**config.mk**
```make
export PLATFORM = sky130hd
export DESIGN_NAME = ysyx_22050710_idex_stage
export DESIGN_NICKNAME = d
export VERILOG_FILES = /design/src/rtl/ysyx_22050710_pkg.sv /design/src/rtl/ysyx_22050710_fwd_mux.sv /design/src/rtl/ysyx_22050710_idex_stage.sv
export SDC_FILE = /design/constraint.sdc
export NUM_CORES = 1
export LEC_CHECK = 0
export ABC_AREA = 0
export BUFFER_PORTS_ARGS = -buffer_cell sky130_fd_sc_hd__buf_4
export CORE_AREA = 2 2 297 299
export CTS_BUF_LIST = sky130_fd_sc_hd__clkbuf_2
export DETAILED_ROUTE_END_ITERATION = 8
export DIE_AREA = 0 0 299 301
export PLACE_DENSITY_LB_ADDON = 0.05
export SYNTH_ARGS = -nofsm -noshare
export SYNTH_HDL_FRONTEND = slang
export SYNTH_HIERARCHICAL = 1
export SYNTH_SLANG_ARGS = --single-unit
```
**constraint.sdc**
```tcl
create_clock -name i_clk -period 1.8 [get_ports i_clk]
set_input_delay 0.09 -clock i_clk [delete_from_list [all_inputs] [get_ports i_clk]]
set_output_delay 0.09 -clock i_clk [all_outputs]
set_load 0.01 [all_outputs]
```
**src/rtl/ysyx_22050710_pkg.sv**
```systemverilog
// Shared definitions for the NPC core pipeline.
// - Datapath widths: XLEN, REGAW.
// - Operand select encodings used by the ID/EX stage.
// - ALU opcode constants, also used by the EXU ALU.
package ysyx_22050710_pkg;

    localparam int XLEN  = 64;
    localparam int REGAW = 5;

    // src_a select
    localparam logic [1:0] ASEL_RS1  = 2'd0;
    localparam logic [1:0] ASEL_PC   = 2'd1;
    localparam logic [1:0] ASEL_ZERO = 2'd2;

    // src_b select
    localparam logic [1:0] BSEL_RS2  = 2'd0;
    localparam logic [1:0] BSEL_IMM  = 2'd1;
    localparam logic [1:0] BSEL_FOUR = 2'd2;

    // ALU opcodes
    localparam logic [4:0] ALU_ADD   = 5'd0;
    localparam logic [4:0] ALU_SUB   = 5'd1;
    localparam logic [4:0] ALU_SLL   = 5'd2;
    localparam logic [4:0] ALU_SLT   = 5'd3;
    localparam logic [4:0] ALU_SLTU  = 5'd4;
    localparam logic [4:0] ALU_XOR   = 5'd5;
    localparam logic [4:0] ALU_SRL   = 5'd6;
    localparam logic [4:0] ALU_SRA   = 5'd7;
    localparam logic [4:0] ALU_OR    = 5'd8;
    localparam logic [4:0] ALU_AND   = 5'd9;
    localparam logic [4:0] ALU_COPYB = 5'd10;

endpackage

```
**src/rtl/ysyx_22050710_fwd_mux.sv**
```systemverilog
// Operand bypass mux for one source register (purely combinational).
// Ports:
//   i_addr/i_used/i_rf_data  source register address, read flag, regfile data
//   i_{ex,mem,wb}_{rd,we,result}  downstream bypass ports
//   o_data      forwarded operand (x0 always 0; EX > MEM > WB > regfile)
//   o_ex_match  source is read and EX is writing it (feeds load-use detect)
module ysyx_22050710_fwd_mux #(
    parameter int XLEN  = ysyx_22050710_pkg::XLEN,
    parameter int REGAW = ysyx_22050710_pkg::REGAW
) (
    input  logic [REGAW-1:0] i_addr,
    input  logic             i_used,
    input  logic [XLEN-1:0]  i_rf_data,
    input  logic [REGAW-1:0] i_ex_rd,
    input  logic             i_ex_we,
    input  logic [XLEN-1:0]  i_ex_result,
    input  logic [REGAW-1:0] i_mem_rd,
    input  logic             i_mem_we,
    input  logic [XLEN-1:0]  i_mem_result,
    input  logic [REGAW-1:0] i_wb_rd,
    input  logic             i_wb_we,
    input  logic [XLEN-1:0]  i_wb_result,
    output logic [XLEN-1:0]  o_data,
    output logic             o_ex_match
);
    import ysyx_22050710_pkg::*;

    logic nz, ex_hit, mem_hit, wb_hit;

    // A bypass only counts for a nonzero address, so writes to x0 never leak.
    assign nz      = (i_addr != '0);
    assign ex_hit  = nz & i_ex_we  & (i_ex_rd  == i_addr);
    assign mem_hit = nz & i_mem_we & (i_mem_rd == i_addr);
    assign wb_hit  = nz & i_wb_we  & (i_wb_rd  == i_addr);

    assign o_ex_match = i_used & ex_hit;

    always_comb begin
        o_data = i_rf_data;
        if (!nz)         o_data = '0;
        else if (ex_hit)  o_data = i_ex_result;
        else if (mem_hit) o_data = i_mem_result;
        else if (wb_hit)  o_data = i_wb_result;
    end

endmodule

```
**src/rtl/ysyx_22050710_idex_stage.sv**
```systemverilog
// ID/EX pipeline register of the NPC core.
// Accepts decoded instructions from the IDU (i_in_valid/o_in_ready), resolves
// RAW hazards by bypassing from EX/MEM/WB, stalls on load-use, and registers
// the final ALU operands so the ALU is driven directly from flops.
// Ports:
//   i_clk, i_rst_n              clock, async active-low reset
//   i_in_valid/o_in_ready       upstream handshake
//   i_* decode fields            pc, sources, imm, selects, ALU op, rd, load
//   i_{ex,mem,wb}_*              bypass ports and EX load flag
//   i_flush                      kill held and incoming instruction
//   o_out_valid/i_out_ready      downstream handshake
//   o_* payload                  ALU operands, op, pc, store data, rd, load
module ysyx_22050710_idex_stage #(
    parameter int XLEN  = ysyx_22050710_pkg::XLEN,
    parameter int REGAW = ysyx_22050710_pkg::REGAW
) (
    input  logic             i_clk,
    input  logic             i_rst_n,
    input  logic             i_in_valid,
    output logic             o_in_ready,
    input  logic [XLEN-1:0]  i_pc,
    input  logic [REGAW-1:0] i_rs1_addr,
    input  logic [REGAW-1:0] i_rs2_addr,
    input  logic             i_rs1_used,
    input  logic             i_rs2_used,
    input  logic [XLEN-1:0]  i_rs1_data,
    input  logic [XLEN-1:0]  i_rs2_data,
    input  logic [XLEN-1:0]  i_imm,
    input  logic [1:0]       i_asel,
    input  logic [1:0]       i_bsel,
    input  logic [4:0]       i_ALUctr,
    input  logic             i_word_cut,
    input  logic [REGAW-1:0] i_rd_addr,
    input  logic             i_rd_we,
    input  logic             i_is_load,
    input  logic [REGAW-1:0] i_ex_rd,
    input  logic [REGAW-1:0] i_mem_rd,
    input  logic [REGAW-1:0] i_wb_rd,
    input  logic             i_ex_we,
    input  logic             i_mem_we,
    input  logic             i_wb_we,
    input  logic             i_ex_is_load,
    input  logic [XLEN-1:0]  i_ex_result,
    input  logic [XLEN-1:0]  i_mem_result,
    input  logic [XLEN-1:0]  i_wb_result,
    input  logic             i_flush,
    output logic             o_out_valid,
    input  logic             i_out_ready,
    output logic [XLEN-1:0]  o_src_a,
    output logic [XLEN-1:0]  o_src_b,
    output logic [4:0]       o_ALUctr,
    output logic             o_word_cut,
    output logic [XLEN-1:0]  o_pc,
    output logic [XLEN-1:0]  o_store_data,
    output logic [REGAW-1:0] o_rd_addr,
    output logic             o_rd_we,
    output logic             o_is_load
);
    import ysyx_22050710_pkg::*;

    logic [XLEN-1:0] rs1_fwd, rs2_fwd, src_a_nxt, src_b_nxt;
    logic            rs1_ex_match, rs2_ex_match;
    logic            hazard, capture, fire;

    ysyx_22050710_fwd_mux #(.XLEN(XLEN), .REGAW(REGAW)) u_fwd_rs1 (
        .i_addr(i_rs1_addr), .i_used(i_rs1_used), .i_rf_data(i_rs1_data),
        .i_ex_rd(i_ex_rd),   .i_ex_we(i_ex_we),   .i_ex_result(i_ex_result),
        .i_mem_rd(i_mem_rd), .i_mem_we(i_mem_we), .i_mem_result(i_mem_result),
        .i_wb_rd(i_wb_rd),   .i_wb_we(i_wb_we),   .i_wb_result(i_wb_result),
        .o_data(rs1_fwd),    .o_ex_match(rs1_ex_match)
    );

    ysyx_22050710_fwd_mux #(.XLEN(XLEN), .REGAW(REGAW)) u_fwd_rs2 (
        .i_addr(i_rs2_addr), .i_used(i_rs2_used), .i_rf_data(i_rs2_data),
        .i_ex_rd(i_ex_rd),   .i_ex_we(i_ex_we),   .i_ex_result(i_ex_result),
        .i_mem_rd(i_mem_rd), .i_mem_we(i_mem_we), .i_mem_result(i_mem_result),
        .i_wb_rd(i_wb_rd),   .i_wb_we(i_wb_we),   .i_wb_result(i_wb_result),
        .o_data(rs2_fwd),    .o_ex_match(rs2_ex_match)
    );

    // Load data is not available until MEM, so a used source that matches
    // a load in EX must wait one cycle. ex_match already excludes x0.
    assign hazard     = i_ex_is_load & (rs1_ex_match | rs2_ex_match);
    assign o_in_ready = (~o_out_valid | i_out_ready) & ~hazard & ~i_flush;
    assign capture    = i_in_valid & o_in_ready;
    assign fire       = o_out_valid & i_out_ready;

    always_comb begin
        src_a_nxt = '0;
        case (i_asel)
            ASEL_RS1: src_a_nxt = rs1_fwd;
            ASEL_PC:  src_a_nxt = i_pc;
            default:  src_a_nxt = '0;   // ASEL_ZERO and unused code 3
        endcase
    end

    always_comb begin
        src_b_nxt = '0;
        case (i_bsel)
            BSEL_RS2:  src_b_nxt = rs2_fwd;
            BSEL_IMM:  src_b_nxt = i_imm;
            BSEL_FOUR: src_b_nxt = XLEN'(4);
            default:   src_b_nxt = '0;
        endcase
    end

    // Flush beats capture; a drain with no capture writes a bubble. Bubbles
    // clear rd_we/is_load so nothing downstream sees a stale side effect.
    always_ff @(posedge i_clk or negedge i_rst_n) begin
        if (!i_rst_n) begin
            o_out_valid  <= 1'b0;
            o_src_a      <= '0;
            o_src_b      <= '0;
            o_ALUctr     <= '0;
            o_word_cut   <= 1'b0;
            o_pc         <= '0;
            o_store_data <= '0;
            o_rd_addr    <= '0;
            o_rd_we      <= 1'b0;
            o_is_load    <= 1'b0;
        end else if (i_flush) begin
            o_out_valid <= 1'b0;
            o_rd_we     <= 1'b0;
            o_is_load   <= 1'b0;
        end else if (capture) begin
            o_out_valid  <= 1'b1;
            o_src_a      <= src_a_nxt;
            o_src_b      <= src_b_nxt;
            o_ALUctr     <= i_ALUctr;
            o_word_cut   <= i_word_cut;
            o_pc         <= i_pc;
            o_store_data <= rs2_fwd;
            o_rd_addr    <= i_rd_addr;
            o_rd_we      <= i_rd_we;
            o_is_load    <= i_is_load;
        end else if (fire) begin
            o_out_valid <= 1'b0;
            o_rd_we     <= 1'b0;
            o_is_load   <= 1'b0;
        end
    end

endmodule

```
==> results.sh, run 1 <==
export IMPL_ys_flop_type="dfrtp_1"
export IMPL_initial_utilization_pct=20.46
export IMPL_error_message="[ERROR RSZ-0060] Max buffer count reached."
export IMPL_gp_congestion=0.8880
export IMPL_hold_buffers=784
export IMPL_ys_types=31
export IMPL_post_cts_buffers=99
export IMPL_synthArstFlopShare_pct=100.0
export IMPL_cts_made_buffers=88
export IMPL_yosys_area_top_type="dfrtp_1"
export IMPL_synth_top_family_by_area="multiplexers"
export IMPL_num_rows=108
export IMPL_synth_commonest_cells="dfrtp_1 (270), mux2_4 (200), nor2_1 (133), nand2_1 (132), nand2b_1 (130)"
export IMPL_synth_nets=2181
export IMPL_post_cts_resized=274
export IMPL_synth_fa_ha_area_share_pct=0
export IMPL_status="stopped before the end"
export IMPL_yosys_area_share_simple_pct=11.70
export IMPL_synth_compound_area_share_pct=14.65
export IMPL_syn_area_mm2=0.01769
export IMPL_synth_edf_count=0
export IMPL_synth_most_common_cell="dfrtp_1"
export IMPL_avgSynthCellArea_um2=10.53
export IMPL_die_x_um=299
export IMPL_num_io_pins=772
export IMPL_clock_root_buffer="clkbuf_2"
export IMPL_htree_num_levels=3
export IMPL_clock_path_buffers=3
export IMPL_synth_seq_cells=270
export IMPL_syn_inst=1680
export IMPL_die_y_um=301
export IMPL_portBuffers=771
export IMPL_pre_cts_ws_ns=-0.9085
export IMPL_synth_xor_area_share_pct=1.287
export IMPL_dpl_hpwl_um=80200
export IMPL_clkSinkCount=270
export IMPL_yosys_top_cells_area="dfrtp_1 (38%), mux2_4 (17%), mux2i_1 (7.3%)"
export IMPL_ys_warn_count=6
export IMPL_yosysTopAreaCellShare_pct=38.19
export IMPL_yosysSeqAreaShare_pct=38.19
export IMPL_stop_stage="clock tree synthesis (4_1_cts)"
export IMPL_muxShareOfSynthArea_pct=28.53
cell families after synthesis:
group                  count (synthesis)
flip-flops                           270
buffers and inverters                170
AND/OR/NAND/NOR                      428
AO/OA/AOI/OAI                        390
multiplexers                         396
XOR/XNOR                              26
per-stage QoR:
stage | instance area (um2) | setup TNS, ns | std cells
after floorplan | 17790 | -16.91 | 1680
after global placement | 26460 | -149.64 | 3664
after detailed placement | 26460 | -155.88 | 3664
==> run 2: changes to the inputs <==
--- a/config.mk
+++ b/config.mk
@@ -7,11 +7,10 @@
 export LEC_CHECK = 0
 export ABC_AREA = 0
 export BUFFER_PORTS_ARGS = -buffer_cell sky130_fd_sc_hd__buf_4
-export CORE_AREA = 2 2 297 299
-export CTS_BUF_LIST = sky130_fd_sc_hd__clkbuf_2
+export CORE_AREA = 2 2 303 305
 export DETAILED_ROUTE_END_ITERATION = 8
-export DIE_AREA = 0 0 299 301
-export PLACE_DENSITY_LB_ADDON = 0.05
+export DIE_AREA = 0 0 305 307
+export PLACE_DENSITY_LB_ADDON = 0.15
 export SYNTH_ARGS = -nofsm -noshare
 export SYNTH_HDL_FRONTEND = slang
 export SYNTH_HIERARCHICAL = 1
==> run 2 against run 1 <==
Effect of this change:
- the flow now finishes, with violations (setup timing)
- synthesized cell count stayed put
- synthesized area stayed put
==> results.sh, run 2 <==
export IMPL_status="complete, but fails checks"
export IMPL_violations="setup timing"
export IMPL_area_growth_pct=72.46
export IMPL_num_rows=111
export IMPL_num_io_pins=772
export IMPL_initial_utilization_pct=19.51
export IMPL_syn_area_mm2=0.01769
export IMPL_synth_seq_cells=270
export IMPL_antenna_found_initial=16
export IMPL_dr_total_vias=18880
export IMPL_avgSynthCellArea_um2=10.53
export IMPL_cts_made_buffers=40
export IMPL_cp_end_kind="flip-flop"
export IMPL_clock_path_buffers=3
export IMPL_pre_cts_ws_ns=-0.8529
export IMPL_cp_arrival_ns=2.24
export IMPL_die_area_mm2=0.09364
export IMPL_core_area_mm2=0.09069
export IMPL_drv_cap=0
export IMPL_cellLeakagePower_uw=0.01455
export IMPL_dr_first_iter_drc_count=1409
export IMPL_power_density_mw_per_mm2=807.1
export IMPL_yosys_area_top_type="dfrtp_1"
export IMPL_max_slew_margin_pct=61.49
export IMPL_seqPwrFrac_pct=32.2
export IMPL_setup_violations_final=1
export IMPL_ys_flop_type="dfrtp_1"
export IMPL_post_route_period_util_pct=100.2
export IMPL_intPower_uw=17020
export IMPL_rsz0062_at_grt="true"
export IMPL_worstMarginPinSlew_ns=0.5777
export IMPL_final_util_pct=33.65
export IMPL_portBuffers=771
export IMPL_synth_nets=2181
export IMPL_grt_pass1_wl_um=140600
export IMPL_final_cell_mix="buf_4 (970), dfrtp_1 (270), mux2_4 (200)"
export IMPL_drtAntennaViolNets=0
export IMPL_p_sw_uw=7605
export IMPL_ys_warn_count=6
export IMPL_drive_gt1_share_pct=52.04
export IMPL_ys_types=31
export IMPL_setup_worst_path_class="input pin to flip-flop"
export IMPL_gr_total_overflow=0
export IMPL_dpl_hpwl_um=76420
export IMPL_drtPass1Iterations=7
export IMPL_clkSinkCount=270
export IMPL_htree_num_levels=2
export IMPL_final_nets=3264
export IMPL_clkTransAtPathRegs_ns=0.06
export IMPL_viasPerCell=4.736
export IMPL_clock_root_buffer="clkbuf_16"
export IMPL_ir_drop_uv=450.5
export IMPL_synthArstFlopShare_pct=100.0
export IMPL_final_area_mm2=0.03051
export IMPL_fin_crit_ns=1.804
export IMPL_die_y_um=307
export IMPL_routed_wl_um=103400
export IMPL_crit_fanout=18
export IMPL_setup_ws_ns=-0.003556
export IMPL_placed_area_mm2=0.02672
export IMPL_grt_pass1_vias=20020
export IMPL_fin_skew_ns=0.01728
export IMPL_die_x_um=305
export IMPL_routedWlPerCell_um=25.95
export IMPL_finalMaxSlewViolations=0
export IMPL_gp_congestion=0.9190
export IMPL_max_freq_mhz=554.5
export IMPL_p_comb_share_pct=34.5
export IMPL_clk_insertion_delay_late_ns=0.56
export IMPL_final_common_cell="buf_4"
export IMPL_drc=0
export IMPL_yosysSeqAreaShare_pct=38.19
export IMPL_holdCritPathClass="input pin to flip-flop"
export IMPL_startpoint_type="input pin"
export IMPL_power_frac_clock_pct=33.3
export IMPL_grt_max_degree=52
export IMPL_cts_tree="done"
export IMPL_track_usage_pct=20.24
export IMPL_syn_inst=1680
export IMPL_final_setup_tns_ns=-0.003556
export IMPL_yosysTopAreaCellShare_pct=38.19
export IMPL_synth_commonest_cells="dfrtp_1 (270), mux2_4 (200), nor2_1 (133), nand2_1 (132), nand2b_1 (130)"
export IMPL_switching_share_pct=30.88
export IMPL_synth_most_common_cell="dfrtp_1"
export IMPL_finalHoldViolCount=0
export IMPL_yosys_top_cells_area="dfrtp_1 (38%), mux2_4 (17%), mux2i_1 (7.3%)"
export IMPL_synth_edf_count=0
export IMPL_fin_total_pwr_uw=24630
export IMPL_cp_required_ns=2.24
[run 2: cell counts after synthesis]
Identical to the previous run, type by type.
[run 2: worst max-delay path, stage by stage]
cell and delay [ns]:
buf_4 0.13, or2_0 0.22, o21ai_1 0.19, buf_4 0.15, nand2b_4 0.07, buf_12 0.17
buf_4 0.17, o221ai_1 0.20, a31oi_1 0.20, buf_4 0.20, mux2i_1 0.13, nor2_1 0.05
mux2_4 0.26
[run 2: area by class of cell]
cell class	count	area, um2
well taps	1186	1484
fillers	9388	60180
inverters	4	15.01
diodes	6	15.01
multi-input cells	1240	10360
clock inverters	15	170.2
clock buffers	58	1180
repair buffers	1207	10540
flip-flops and latches	270	6756
[run 2: power by group through the flow]
stage | logic [uW] | clock network [uW] | registers, uW
2_1_floorplan | 2880 | 0 | 8380
3_3_place_gp | 7980 | 0 | 7990
3_5_place_dp | 8010 | 0 | 8010
4_1_cts | 8320 | 8510 | 7940
5_1_grt | 8930 | 8710 | 8070
6_report | 8490 | 8200 | 7940
[run 2: per-stage QoR]
| stage | instances | hold WS, ns |
|---|---|---|
| 2_1_floorplan | 1680 | -0.2056 |
| 3_3_place_gp | 3736 | 0.08676 |
| 3_5_place_dp | 3736 | 0.08842 |
| 4_1_cts | 3956 | 0.01816 |
| 5_1_grt | 3986 | 0.02192 |
| 6_report | 3986 | 0.01491 |
[run 2: cell families after synthesis]
family                 after synthesis  share of synthesized area, %
AO/OA/AOI/OAI                      390                         14.65
XOR/XNOR                            26                         1.287
buffers and inverters              170                         5.636
flip-flops                         270                         38.19
multiplexers                       396                         28.53
AND/OR/NAND/NOR                    428                         11.70
[run 2: per-layer routing]
layer  track usage (%)  vias to the layer above  wire [um]
met5                 0                        -        120
met3             5.148                      181       7528
li1                  -                     8353          -
met1             23.09                     9441      39830
met2             36.53                      888      52610
met4             6.885                       16       3352
[run 2: final timing paths]
check | depth (start not counted) | endpoint | from | slack (ns)
min | 4 | o_src_b[16] | i_imm[16] | 0.01
min in group asynchronous | 2 | o_src_b[50] | i_rst_n | 0.08
max | 13 | o_src_b[53] | i_rs2_addr[2] | -0.004
max in group asynchronous | 3 | o_rd_addr[2] | i_rst_n | 0.97
min reg2reg | 1 | o_store_data[2] | o_store_data[2] | 0.51
max reg2reg | 6 | o_store_data[13] | o_out_valid | 0.11
[run 2: timing repair]
| action | in CTS | in global routing |
|---|---|---|
| buffers inserted | 2 | 9 |
| pin swaps | 5 | 27 |
| resized for setup | 8 | 80 |
| endpoints found under the setup margin | 266 | 251 |
| hold buffers | 144 | 0 |
| gates cloned | 1 | 17 |
| hold endpoints to repair | 457 | 0 |
(Power assumes the default switching activity.)
